$ cat src/rtl/mem_port_arbiter_pkg.sv
// Shared types for the memory port arbiter: FSM states, port ids, access
// sizes and the latched transaction record.
package mem_port_arbiter_pkg;

  localparam int unsigned DATA_WIDTH = 32;
  localparam int unsigned BE_WIDTH   = 4;

  typedef enum logic [1:0] {
    ARB_IDLE = 2'd0,
    ARB_BUSY = 2'd1,
    ARB_RESP = 2'd2
  } arb_state_enum;

  typedef enum logic {
    ARB_PORT_I = 1'b0,
    ARB_PORT_D = 1'b1
  } arb_port_enum;

  typedef enum logic [1:0] {
    DMEM_SIZE_B = 2'd0,
    DMEM_SIZE_H = 2'd1,
    DMEM_SIZE_W = 2'd2
  } op_dmem_size;

  // Everything the arbiter remembers about the transaction it granted.
  typedef struct packed {
    arb_port_enum            port;
    logic                    wr;
    op_dmem_size             size;
    logic                    zero_ex;
    logic [DATA_WIDTH-1:0]   addr;
    logic [BE_WIDTH-1:0]     be;
    logic [DATA_WIDTH-1:0]   wdata;
  } arb_txn_t;

endpackage

$ cat src/rtl/mem_port_arbiter_if.sv
// Bundle of fetch-port, data-port and memory-side signals of the arbiter.
// slave : arbiter view (requests/mem response in, grants/responses/mem request out)
// master: environment view (requesters plus memory model)
interface mem_port_arbiter_if #(
  parameter int unsigned ADDR_WIDTH = 16
);
  import mem_port_arbiter_pkg::*;

  // fetch port
  logic                    imem_req;
  logic [DATA_WIDTH-1:0]   imem_addr;
  logic                    imem_gnt;
  logic                    imem_rvalid;
  logic [DATA_WIDTH-1:0]   imem_rdata;
  logic                    imem_err;
  // data port
  logic                    dmem_req;
  logic                    dmem_wr;
  op_dmem_size             dmem_size;
  logic                    dmem_zero_ex;
  logic [DATA_WIDTH-1:0]   dmem_addr;
  logic [DATA_WIDTH-1:0]   dmem_wr_data;
  logic                    dmem_gnt;
  logic                    dmem_rvalid;
  logic [DATA_WIDTH-1:0]   dmem_rdata;
  logic                    dmem_err;
  // memory side
  logic                    mem_req;
  logic                    mem_wr;
  logic [BE_WIDTH-1:0]     mem_be;
  logic [ADDR_WIDTH-1:0]   mem_addr;
  logic [DATA_WIDTH-1:0]   mem_wdata;
  logic [DATA_WIDTH-1:0]   mem_rdata;
  logic                    mem_ready;

  modport slave (
    input  imem_req, imem_addr,
    output imem_gnt, imem_rvalid, imem_rdata, imem_err,
    input  dmem_req, dmem_wr, dmem_size, dmem_zero_ex, dmem_addr, dmem_wr_data,
    output dmem_gnt, dmem_rvalid, dmem_rdata, dmem_err,
    output mem_req, mem_wr, mem_be, mem_addr, mem_wdata,
    input  mem_rdata, mem_ready
  );

  modport master (
    output imem_req, imem_addr,
    input  imem_gnt, imem_rvalid, imem_rdata, imem_err,
    output dmem_req, dmem_wr, dmem_size, dmem_zero_ex, dmem_addr, dmem_wr_data,
    input  dmem_gnt, dmem_rvalid, dmem_rdata, dmem_err,
    input  mem_req, mem_wr, mem_be, mem_addr, mem_wdata,
    output mem_rdata, mem_ready
  );

endinterface

$ cat src/rtl/mem_lane_align.sv
// Combinational byte-lane logic for a 32-bit word memory.
// Ports: size/zero_ex/offset/wr_data/rd_word in; be, steered wdata,
//        shifted+extended rdata and misaligned flag out.
module mem_lane_align
  import mem_port_arbiter_pkg::*;
(
  input  op_dmem_size            size,
  input  logic                   zero_ex,
  input  logic [1:0]             offset,
  input  logic [DATA_WIDTH-1:0]  wr_data,
  input  logic [DATA_WIDTH-1:0]  rd_word,
  output logic [BE_WIDTH-1:0]    be,
  output logic [DATA_WIDTH-1:0]  wdata,
  output logic [DATA_WIDTH-1:0]  rdata,
  output logic                   misaligned
);

  logic [DATA_WIDTH-1:0] shifted;

  // Bring the addressed lane down to bit 0.
  assign shifted = rd_word >> {offset, 3'b000};

  always_comb begin
    be         = 4'hF;
    wdata      = wr_data;
    rdata      = shifted;
    misaligned = 1'b0;
    unique case (size)
      DMEM_SIZE_B: begin
        be    = 4'b0001 << offset;
        wdata = {4{wr_data[7:0]}};
        rdata = zero_ex ? {24'd0, shifted[7:0]} : {{24{shifted[7]}}, shifted[7:0]};
      end
      DMEM_SIZE_H: begin
        be         = 4'b0011 << offset;
        wdata      = {2{wr_data[15:0]}};
        rdata      = zero_ex ? {16'd0, shifted[15:0]} : {{16{shifted[15]}}, shifted[15:0]};
        misaligned = offset[0];
      end
      default: begin
        misaligned = |offset;
      end
    endcase
  end

endmodule

$ cat src/rtl/mem_port_arbiter.sv
// Round-robin arbiter sharing one single-port 32-bit memory between the
// fetch port and the load/store port.
// Ports: clk, res (sync, active-high), bus (slave view of mem_port_arbiter_if):
//   imem_* fetch handshake, dmem_* data handshake, mem_* memory handshake.
// Grants are combinational and only issued in IDLE; every other output is a flop.
module mem_port_arbiter
  import mem_port_arbiter_pkg::*;
#(
  parameter int unsigned ADDR_WIDTH = 16,
  parameter int unsigned TIMEOUT    = 255
) (
  input  logic                 clk,
  input  logic                 res,
  mem_port_arbiter_if.slave    bus
);

  localparam int unsigned TW = (TIMEOUT > 1) ? $clog2(TIMEOUT) : 1;

  arb_state_enum          state_q, state_nxt;
  arb_txn_t               txn_q, txn_nxt;
  arb_port_enum           rr_q, rr_nxt, sel_port;
  logic [TW-1:0]          timer_q, timer_nxt;
  logic                   mem_req_q, mem_req_nxt;
  logic                   imem_rvalid_q, imem_rvalid_nxt, imem_err_q, imem_err_nxt;
  logic                   dmem_rvalid_q, dmem_rvalid_nxt, dmem_err_q, dmem_err_nxt;
  logic [DATA_WIDTH-1:0]  imem_rdata_q, imem_rdata_nxt, dmem_rdata_q, dmem_rdata_nxt;
  logic                   imem_gnt_c, dmem_gnt_c;

  logic                   any_req, req_wr, req_zero_ex;
  op_dmem_size            req_size;
  logic [DATA_WIDTH-1:0]  req_addr;

  logic                   rsp_fire, rsp_err;
  arb_port_enum           rsp_port;
  logic [DATA_WIDTH-1:0]  rsp_data;

  logic                   al_idle;
  op_dmem_size            al_size;
  logic                   al_zero_ex;
  logic [1:0]             al_offset;
  logic [BE_WIDTH-1:0]    al_be;
  logic [DATA_WIDTH-1:0]  al_wdata, al_rdata;
  logic                   al_misaligned;

  logic                   unused_addr_hi;

  // Requester selection: a lone request wins, a collision goes to rr_q.
  assign any_req  = bus.imem_req | bus.dmem_req;
  assign sel_port = (bus.imem_req && bus.dmem_req) ? rr_q :
                    (bus.dmem_req ? ARB_PORT_D : ARB_PORT_I);

  // Request fields as seen by the selected port; fetches are word loads.
  assign req_wr      = (sel_port == ARB_PORT_D) & bus.dmem_wr;
  assign req_zero_ex = (sel_port == ARB_PORT_D) & bus.dmem_zero_ex;
  assign req_size    = (sel_port == ARB_PORT_D) ? bus.dmem_size : DMEM_SIZE_W;
  assign req_addr    = (sel_port == ARB_PORT_D) ? bus.dmem_addr : bus.imem_addr;

  // Lane logic looks at the incoming request in IDLE, the latched one afterwards.
  assign al_idle    = (state_q == ARB_IDLE);
  assign al_size    = al_idle ? req_size         : txn_q.size;
  assign al_zero_ex = al_idle ? req_zero_ex      : txn_q.zero_ex;
  assign al_offset  = al_idle ? req_addr[1:0]    : txn_q.addr[1:0];

  mem_lane_align u_align (
    .size       (al_size),
    .zero_ex    (al_zero_ex),
    .offset     (al_offset),
    .wr_data    (bus.dmem_wr_data),
    .rd_word    (bus.mem_rdata),
    .be         (al_be),
    .wdata      (al_wdata),
    .rdata      (al_rdata),
    .misaligned (al_misaligned)
  );

  // Next-state, grant and response logic.
  always_comb begin
    state_nxt       = state_q;
    txn_nxt         = txn_q;
    rr_nxt          = rr_q;
    timer_nxt       = timer_q;
    mem_req_nxt     = 1'b0;
    imem_gnt_c      = 1'b0;
    dmem_gnt_c      = 1'b0;
    rsp_fire        = 1'b0;
    rsp_err         = 1'b0;
    rsp_port        = txn_q.port;
    rsp_data        = '0;
    imem_rvalid_nxt = 1'b0;
    imem_err_nxt    = 1'b0;
    imem_rdata_nxt  = imem_rdata_q;
    dmem_rvalid_nxt = 1'b0;
    dmem_err_nxt    = 1'b0;
    dmem_rdata_nxt  = dmem_rdata_q;

    unique case (state_q)
      ARB_IDLE: begin
        if (any_req && !res) begin
          imem_gnt_c      = (sel_port == ARB_PORT_I);
          dmem_gnt_c      = (sel_port == ARB_PORT_D);
          rr_nxt          = (sel_port == ARB_PORT_I) ? ARB_PORT_D : ARB_PORT_I;
          txn_nxt.port    = sel_port;
          txn_nxt.wr      = req_wr;
          txn_nxt.size    = req_size;
          txn_nxt.zero_ex = req_zero_ex;
          txn_nxt.addr    = req_addr;
          txn_nxt.be      = req_wr ? al_be : 4'hF;
          txn_nxt.wdata   = req_wr ? al_wdata : '0;
          timer_nxt       = '0;
          if (al_misaligned) begin
            // Accepted but never sent to memory; answered with an error.
            state_nxt = ARB_RESP;
            rsp_fire  = 1'b1;
            rsp_err   = 1'b1;
            rsp_port  = sel_port;
          end else begin
            state_nxt   = ARB_BUSY;
            mem_req_nxt = 1'b1;
          end
        end
      end
      ARB_BUSY: begin
        if (bus.mem_ready) begin
          state_nxt = ARB_RESP;
          rsp_fire  = 1'b1;
          rsp_data  = txn_q.wr ? '0 : al_rdata;
        end else if (TIMEOUT != 0 && timer_q == TW'(TIMEOUT - 1)) begin
          // TIMEOUT cycles of mem_req without ready: abort.
          state_nxt = ARB_RESP;
          rsp_fire  = 1'b1;
          rsp_err   = 1'b1;
        end else begin
          mem_req_nxt = 1'b1;
          if (TIMEOUT != 0) timer_nxt = timer_q + TW'(1);
        end
      end
      ARB_RESP: begin
        state_nxt = ARB_IDLE;
      end
      default: begin
        state_nxt = ARB_IDLE;
      end
    endcase

    if (rsp_fire) begin
      if (rsp_port == ARB_PORT_I) begin
        imem_rvalid_nxt = 1'b1;
        imem_err_nxt    = rsp_err;
        imem_rdata_nxt  = rsp_data;
      end else begin
        dmem_rvalid_nxt = 1'b1;
        dmem_err_nxt    = rsp_err;
        dmem_rdata_nxt  = rsp_data;
      end
    end
  end

  // State and output registers.
  always_ff @(posedge clk) begin
    if (res) begin
      state_q       <= ARB_IDLE;
      txn_q         <= '0;
      rr_q          <= ARB_PORT_I;
      timer_q       <= '0;
      mem_req_q     <= 1'b0;
      imem_rvalid_q <= 1'b0;
      imem_err_q    <= 1'b0;
      imem_rdata_q  <= '0;
      dmem_rvalid_q <= 1'b0;
      dmem_err_q    <= 1'b0;
      dmem_rdata_q  <= '0;
    end else begin
      state_q       <= state_nxt;
      txn_q         <= txn_nxt;
      rr_q          <= rr_nxt;
      timer_q       <= timer_nxt;
      mem_req_q     <= mem_req_nxt;
      imem_rvalid_q <= imem_rvalid_nxt;
      imem_err_q    <= imem_err_nxt;
      imem_rdata_q  <= imem_rdata_nxt;
      dmem_rvalid_q <= dmem_rvalid_nxt;
      dmem_err_q    <= dmem_err_nxt;
      dmem_rdata_q  <= dmem_rdata_nxt;
    end
  end

  assign bus.imem_gnt    = imem_gnt_c;
  assign bus.dmem_gnt    = dmem_gnt_c;
  assign bus.imem_rvalid = imem_rvalid_q;
  assign bus.imem_err    = imem_err_q;
  assign bus.imem_rdata  = imem_rdata_q;
  assign bus.dmem_rvalid = dmem_rvalid_q;
  assign bus.dmem_err    = dmem_err_q;
  assign bus.dmem_rdata  = dmem_rdata_q;

  // Memory side shows the latched transaction only while requesting.
  assign bus.mem_req   = mem_req_q;
  assign bus.mem_wr    = mem_req_q & txn_q.wr;
  assign bus.mem_be    = mem_req_q ? txn_q.be : '0;
  assign bus.mem_addr  = mem_req_q ? {txn_q.addr[ADDR_WIDTH-1:2], 2'b00} : '0;
  assign bus.mem_wdata = mem_req_q ? txn_q.wdata : '0;

  assign unused_addr_hi = ^txn_q.addr[DATA_WIDTH-1:ADDR_WIDTH];

endmodule
$ cat src/flat_wrapper.sv
// flat-port wrapper written by rule: the top's interface ports become plain ports
module mem_port_arbiter_flat import mem_port_arbiter_pkg::*;
#(
  parameter int unsigned ADDR_WIDTH = 16,
  parameter int unsigned TIMEOUT    = 255
)
  (clk, res, bus_imem_req, bus_imem_addr, bus_imem_gnt, bus_imem_rvalid, bus_imem_rdata, bus_imem_err, bus_dmem_req, bus_dmem_wr, bus_dmem_size, bus_dmem_zero_ex, bus_dmem_addr, bus_dmem_wr_data, bus_dmem_gnt, bus_dmem_rvalid, bus_dmem_rdata, bus_dmem_err, bus_mem_req, bus_mem_wr, bus_mem_be, bus_mem_addr, bus_mem_wdata, bus_mem_rdata, bus_mem_ready);
  mem_port_arbiter_if #(.ADDR_WIDTH(ADDR_WIDTH)) bus_i ();
  input  logic clk;
  input  logic res;
  input wire logic [$bits(bus_i.imem_req)-1:0] bus_imem_req;
  input wire logic [$bits(bus_i.imem_addr)-1:0] bus_imem_addr;
  output wire logic [$bits(bus_i.imem_gnt)-1:0] bus_imem_gnt;
  output wire logic [$bits(bus_i.imem_rvalid)-1:0] bus_imem_rvalid;
  output wire logic [$bits(bus_i.imem_rdata)-1:0] bus_imem_rdata;
  output wire logic [$bits(bus_i.imem_err)-1:0] bus_imem_err;
  input wire logic [$bits(bus_i.dmem_req)-1:0] bus_dmem_req;
  input wire logic [$bits(bus_i.dmem_wr)-1:0] bus_dmem_wr;
  input wire logic [$bits(bus_i.dmem_size)-1:0] bus_dmem_size;
  input wire logic [$bits(bus_i.dmem_zero_ex)-1:0] bus_dmem_zero_ex;
  input wire logic [$bits(bus_i.dmem_addr)-1:0] bus_dmem_addr;
  input wire logic [$bits(bus_i.dmem_wr_data)-1:0] bus_dmem_wr_data;
  output wire logic [$bits(bus_i.dmem_gnt)-1:0] bus_dmem_gnt;
  output wire logic [$bits(bus_i.dmem_rvalid)-1:0] bus_dmem_rvalid;
  output wire logic [$bits(bus_i.dmem_rdata)-1:0] bus_dmem_rdata;
  output wire logic [$bits(bus_i.dmem_err)-1:0] bus_dmem_err;
  output wire logic [$bits(bus_i.mem_req)-1:0] bus_mem_req;
  output wire logic [$bits(bus_i.mem_wr)-1:0] bus_mem_wr;
  output wire logic [$bits(bus_i.mem_be)-1:0] bus_mem_be;
  output wire logic [$bits(bus_i.mem_addr)-1:0] bus_mem_addr;
  output wire logic [$bits(bus_i.mem_wdata)-1:0] bus_mem_wdata;
  input wire logic [$bits(bus_i.mem_rdata)-1:0] bus_mem_rdata;
  input wire logic [$bits(bus_i.mem_ready)-1:0] bus_mem_ready;
  assign bus_i.imem_req = bus_imem_req;
  assign bus_i.imem_addr = bus_imem_addr;
  assign bus_imem_gnt = bus_i.imem_gnt;
  assign bus_imem_rvalid = bus_i.imem_rvalid;
  assign bus_imem_rdata = bus_i.imem_rdata;
  assign bus_imem_err = bus_i.imem_err;
  assign bus_i.dmem_req = bus_dmem_req;
  assign bus_i.dmem_wr = bus_dmem_wr;
  assign bus_i.dmem_size = bus_dmem_size;
  assign bus_i.dmem_zero_ex = bus_dmem_zero_ex;
  assign bus_i.dmem_addr = bus_dmem_addr;
  assign bus_i.dmem_wr_data = bus_dmem_wr_data;
  assign bus_dmem_gnt = bus_i.dmem_gnt;
  assign bus_dmem_rvalid = bus_i.dmem_rvalid;
  assign bus_dmem_rdata = bus_i.dmem_rdata;
  assign bus_dmem_err = bus_i.dmem_err;
  assign bus_mem_req = bus_i.mem_req;
  assign bus_mem_wr = bus_i.mem_wr;
  assign bus_mem_be = bus_i.mem_be;
  assign bus_mem_addr = bus_i.mem_addr;
  assign bus_mem_wdata = bus_i.mem_wdata;
  assign bus_i.mem_rdata = bus_mem_rdata;
  assign bus_i.mem_ready = bus_mem_ready;
  mem_port_arbiter #(.ADDR_WIDTH(ADDR_WIDTH), .TIMEOUT(TIMEOUT)) u_core (.clk(clk), .res(res), .bus(bus_i));
endmodule
$ cat config.mk
export PLATFORM = sky130hd
export DESIGN_NAME = mem_port_arbiter_flat
export DESIGN_NICKNAME = d
export VERILOG_FILES = /design/src/rtl/mem_port_arbiter_pkg.sv /design/src/rtl/mem_port_arbiter_if.sv /design/src/rtl/mem_lane_align.sv /design/src/rtl/mem_port_arbiter.sv /design/src/flat_wrapper.sv
export SDC_FILE = /design/constraint.sdc
export NUM_CORES = 1
export LEC_CHECK = 0
export BUFFER_PORTS_ARGS = -buffer_cell sky130_fd_sc_hd__buf_2
export CAP_MARGIN = 20
export CORE_UTILIZATION = 30
export DETAILED_ROUTE_END_ITERATION = 8
export GPL_TIMING_DRIVEN = 0
export PLACE_DENSITY_LB_ADDON = 0.15
export RECOVER_POWER = 50
export SETUP_SLACK_MARGIN = 0.02
export SLEW_MARGIN = 10
export SYNTH_ARGS = -nofsm -noshare
export SYNTH_HDL_FRONTEND = slang
export SYNTH_SLANG_ARGS = --single-unit
$ cat constraint.sdc
create_clock -name clk -period 3.2 [get_ports clk]
set_input_delay 0.48 -clock clk [delete_from_list [all_inputs] [get_ports clk]]
set_output_delay 0.48 -clock clk [all_outputs]
set_load 0.01 [all_outputs]
==> results.py <==
metrics = {
    "run_status": {
        "status": "finished clean",
    },
    "place": {
        "place.gp.congestion": 0.872,
        "portBuffers": 225,
        "dpl.hpwl_um": 18800,
        "dpl_cell_area_um2": 8050,
    },
    "yosys": {
        "syn_area_um2": 6570,
        "yosys.area.top_type_share": 0.418,
        "yosys-top-cells-area": "dfxtp_1 (42%), nor2_1 (6.6%), and2_1 (5.3%)",
        "synthArstFlopShare": 0,
        "ys_ff_latch": 137,
        "syn_area_per_cell_um2": 8.26,
        "synth-edff-count": 0,
        "yosys_warnings": 0,
        "seq_area_frac_synth": 0.418,
        "synth.distinct_cells": 63,
        "yosys_most_used_dff": "dfxtp_1",
        "syn_inst": 795,
        "yosys.area.top_type": "dfxtp_1",
    },
    "cts": {
        "clk_pin_slew_ns": 0.07,
        "cts.htree.levels": 4,
        "insertion_delay_ns": 0.43,
        "cts_buffer_depth": 2,
        "post_cts_buffers": 0,
        "cts.sinks": 137,
        "post_cts_resized": 0,
        "cts_buffers": 17,
        "root_buffer": "clkbuf_16",
        "cts_tree": "built",
        "ctsHoldBuffers": 0,
    },
    "worst_setup_path": {
        "max_stage_delay_ns": 0.48,
        "path_class": "reg2reg",
        "cp_max_fo": 10,
        "critical_path_required_ns": 3.54,
        "path_delay_family": "simple AND/OR/NAND/NOR gates",
        "crit_path_top_delay_cell": "clkbuf_1",
        "cp-end-kind": "flop",
        "crit_chain": "or2_0, clkbuf_1, o21a_1, clkbuf_1, nand3_1, o2bb2ai_1, nor3_1, nor3_1",
        "reg2reg_setup_slack_ns": 0.32,
        "arrival_ns": 3.22,
        "start_kind": "flop",
        "critPathBufInv": 2,
    },
    "layout": {
        "layout-drive-gt1-share": 0.209,
        "layout_commonest_cell": "buf_2",
        "synthToLayoutAreaGrowth_pct": 30.3,
        "fin_nets": 1180,
        "final_cell_area_um2": 8550,
        "final_cell_mix": "buf_2 (146), clkbuf_1 (137), dfxtp_1 (137), nor2_1 (116), nand2_1 (82)",
    },
    "timing": {
        "tightest_slew_ns": 0.829,
        "min_period_ns": 2.88,
        "fin_worst_skew_ns": 0.00928,
        "maxSlewHeadroom": 0.447,
        "post-route-period-util": 0.899,
        "slew_viol_final": 0,
        "setup_viol": 0,
        "grt_setup_unrepaired": "no",
        "fmax_ghz": 0.347,
        "setup-tns-final_ns": 0,
        "hold_viol": 0,
    },
    "power_and_ir_drop": {
        "power_uw": 7280,
        "total_leakage_power_uw": 0.00341,
        "max-vdd-ir-drop_v": 0.000367,
        "cellPowerDensity_nw_per_um2": 851,
    },
    "global_routing": {
        "grt_use_met2": 0.350,
        "grt_max_degree": 17,
        "grt-busiest-layer": "met2",
        "antenna_found_initial": 5,
        "use_met1": 0.296,
        "grt_pass1_vias": 6519,
        "grt_pass1_wl_um": 37300,
        "grt_remaining_overflow": 0,
        "grt_use_total": 0.222,
        "gr-usage-met3": 0.0521,
    },
    "floorplanning": {
        "dieArea_um2": 22500,
        "start_util": 0.309,
        "fp.dieH_um": 150,
        "core_area_um2": 21200,
        "rows": 53,
        "fp.dieW_um": 150,
        "io_pins": 261,
    },
    "detailed_routing": {
        "drt-wirelength-per-cell_um": 18.6,
        "ant_nets": 0,
        "drt_first_pass_iters": 5,
        "first_iter_violations": 339,
        "wl_um": 24900,
        "drcViolationCount": 0,
        "num_vias": 6783,
        "avgViaCountPerCell": 5.08,
    },
    "hold_path": {
        "holdCritPathClass": "in2reg",
    },
    "job": {
        "maxCapViolCount": 0,
    },
}
## metal layers
layer	up-vias	routed length, µm	part of all wire
li1	3331	-	-
met1	3228	11500	0.46
met2	203	11600	0.46
met3	21	1440	0.058
met4	0	386	0.016
met5	-	0	0
## synth_stat cells (7+ instances only)
| cell | count |
|---|---|
| nor3_1 | 46 |
| nand4_1 | 14 |
| a21oi_1 | 67 |
| nand2_1 | 82 |
| clkbuf_1 | 41 |
| mux2i_1 | 25 |
| nand3_1 | 15 |
| o2bb2ai_1 | 7 |
| and2_1 | 56 |
| o221a_2 | 8 |
| a32o_1 | 32 |
| a22oi_1 | 10 |
| nor2_1 | 116 |
| a311oi_1 | 15 |
| buf_2 | 17 |
| dfxtp_1 | 137 |
| o21ai_0 | 12 |
## report_power, final
group	internal [µW]	switching (µW)
Sequential	1940	154
Combinational	1020	2100
Clock	1250	816
## flip-flops by register name, summed over array words and instances, names as in the netlist
name	count
u_core.txn_q	57
u_core.bus.dmem_rdata	32
u_core.bus.imem_rdata	32
u_core.timer_q	8
u_core.state_q	2
u_core.bus.dmem_err	1
u_core.bus.dmem_rvalid	1
u_core.bus.imem_err	1
u_core.bus.imem_rvalid	1
u_core.bus.mem_req	1
u_core.rr_q	1
## stage by stage
stage	util	setup slack [ns]	instances	hold slack (ns)
3_3_place_gp	0.379	-0.0881	1296	0.438
4_1_cts	0.408	0.381	1329	0.298
6_report	0.403	0.322	1335	0.311
2_1_floorplan	-	0.798	796	0.427
3_5_place_dp	0.379	0.275	1297	0.442
5_1_grt	0.403	0.0744	1333	0.311
## layout make-up
class	instances	area, µm²
repair buffers	226	1010
well taps	275	344
clock inverters	14	173
clock buffers	18	439
diodes	6	15.0
plain buffers	67	313
multi-input cells	588	3500
inverters	4	15.0
flip-flops and latches	137	2740
fillers	2317	12700
## worst paths after layout
kind,startpoint,endpoint,depth (start not counted)
setup / recovery,u_core.state_q[0],u_core.bus.imem_rdata[8],8
hold / removal,bus_dmem_addr[7],u_core.txn_q[43],3
setup reg to reg,u_core.state_q[0],u_core.bus.imem_rdata[8],8
hold reg to reg,u_core.txn_q[29],u_core.txn_q[29],2
## cell families (layout without fill, tap and decap cells)
kind of cell             count (synthesis)  after routing  synth area share
AO/OA/AOI/OAI                          186            186             0.211
adder cells (fa/ha/maj)                  2              2           0.00381
other                                    1              8          0.000571
flip-flops                             137            137             0.418
multiplexers                            30             30            0.0467
XOR/XNOR                                 6              6           0.00800
buffers and inverters                   71            329            0.0501
AND/OR/NAND/NOR                        362            362             0.263
## tightest hold or removal path: stages
cell      delay, ns
buf_2          0.10
nand2_1        0.05
a311oi_1       0.07
Power figures use the tool's default switching activity.
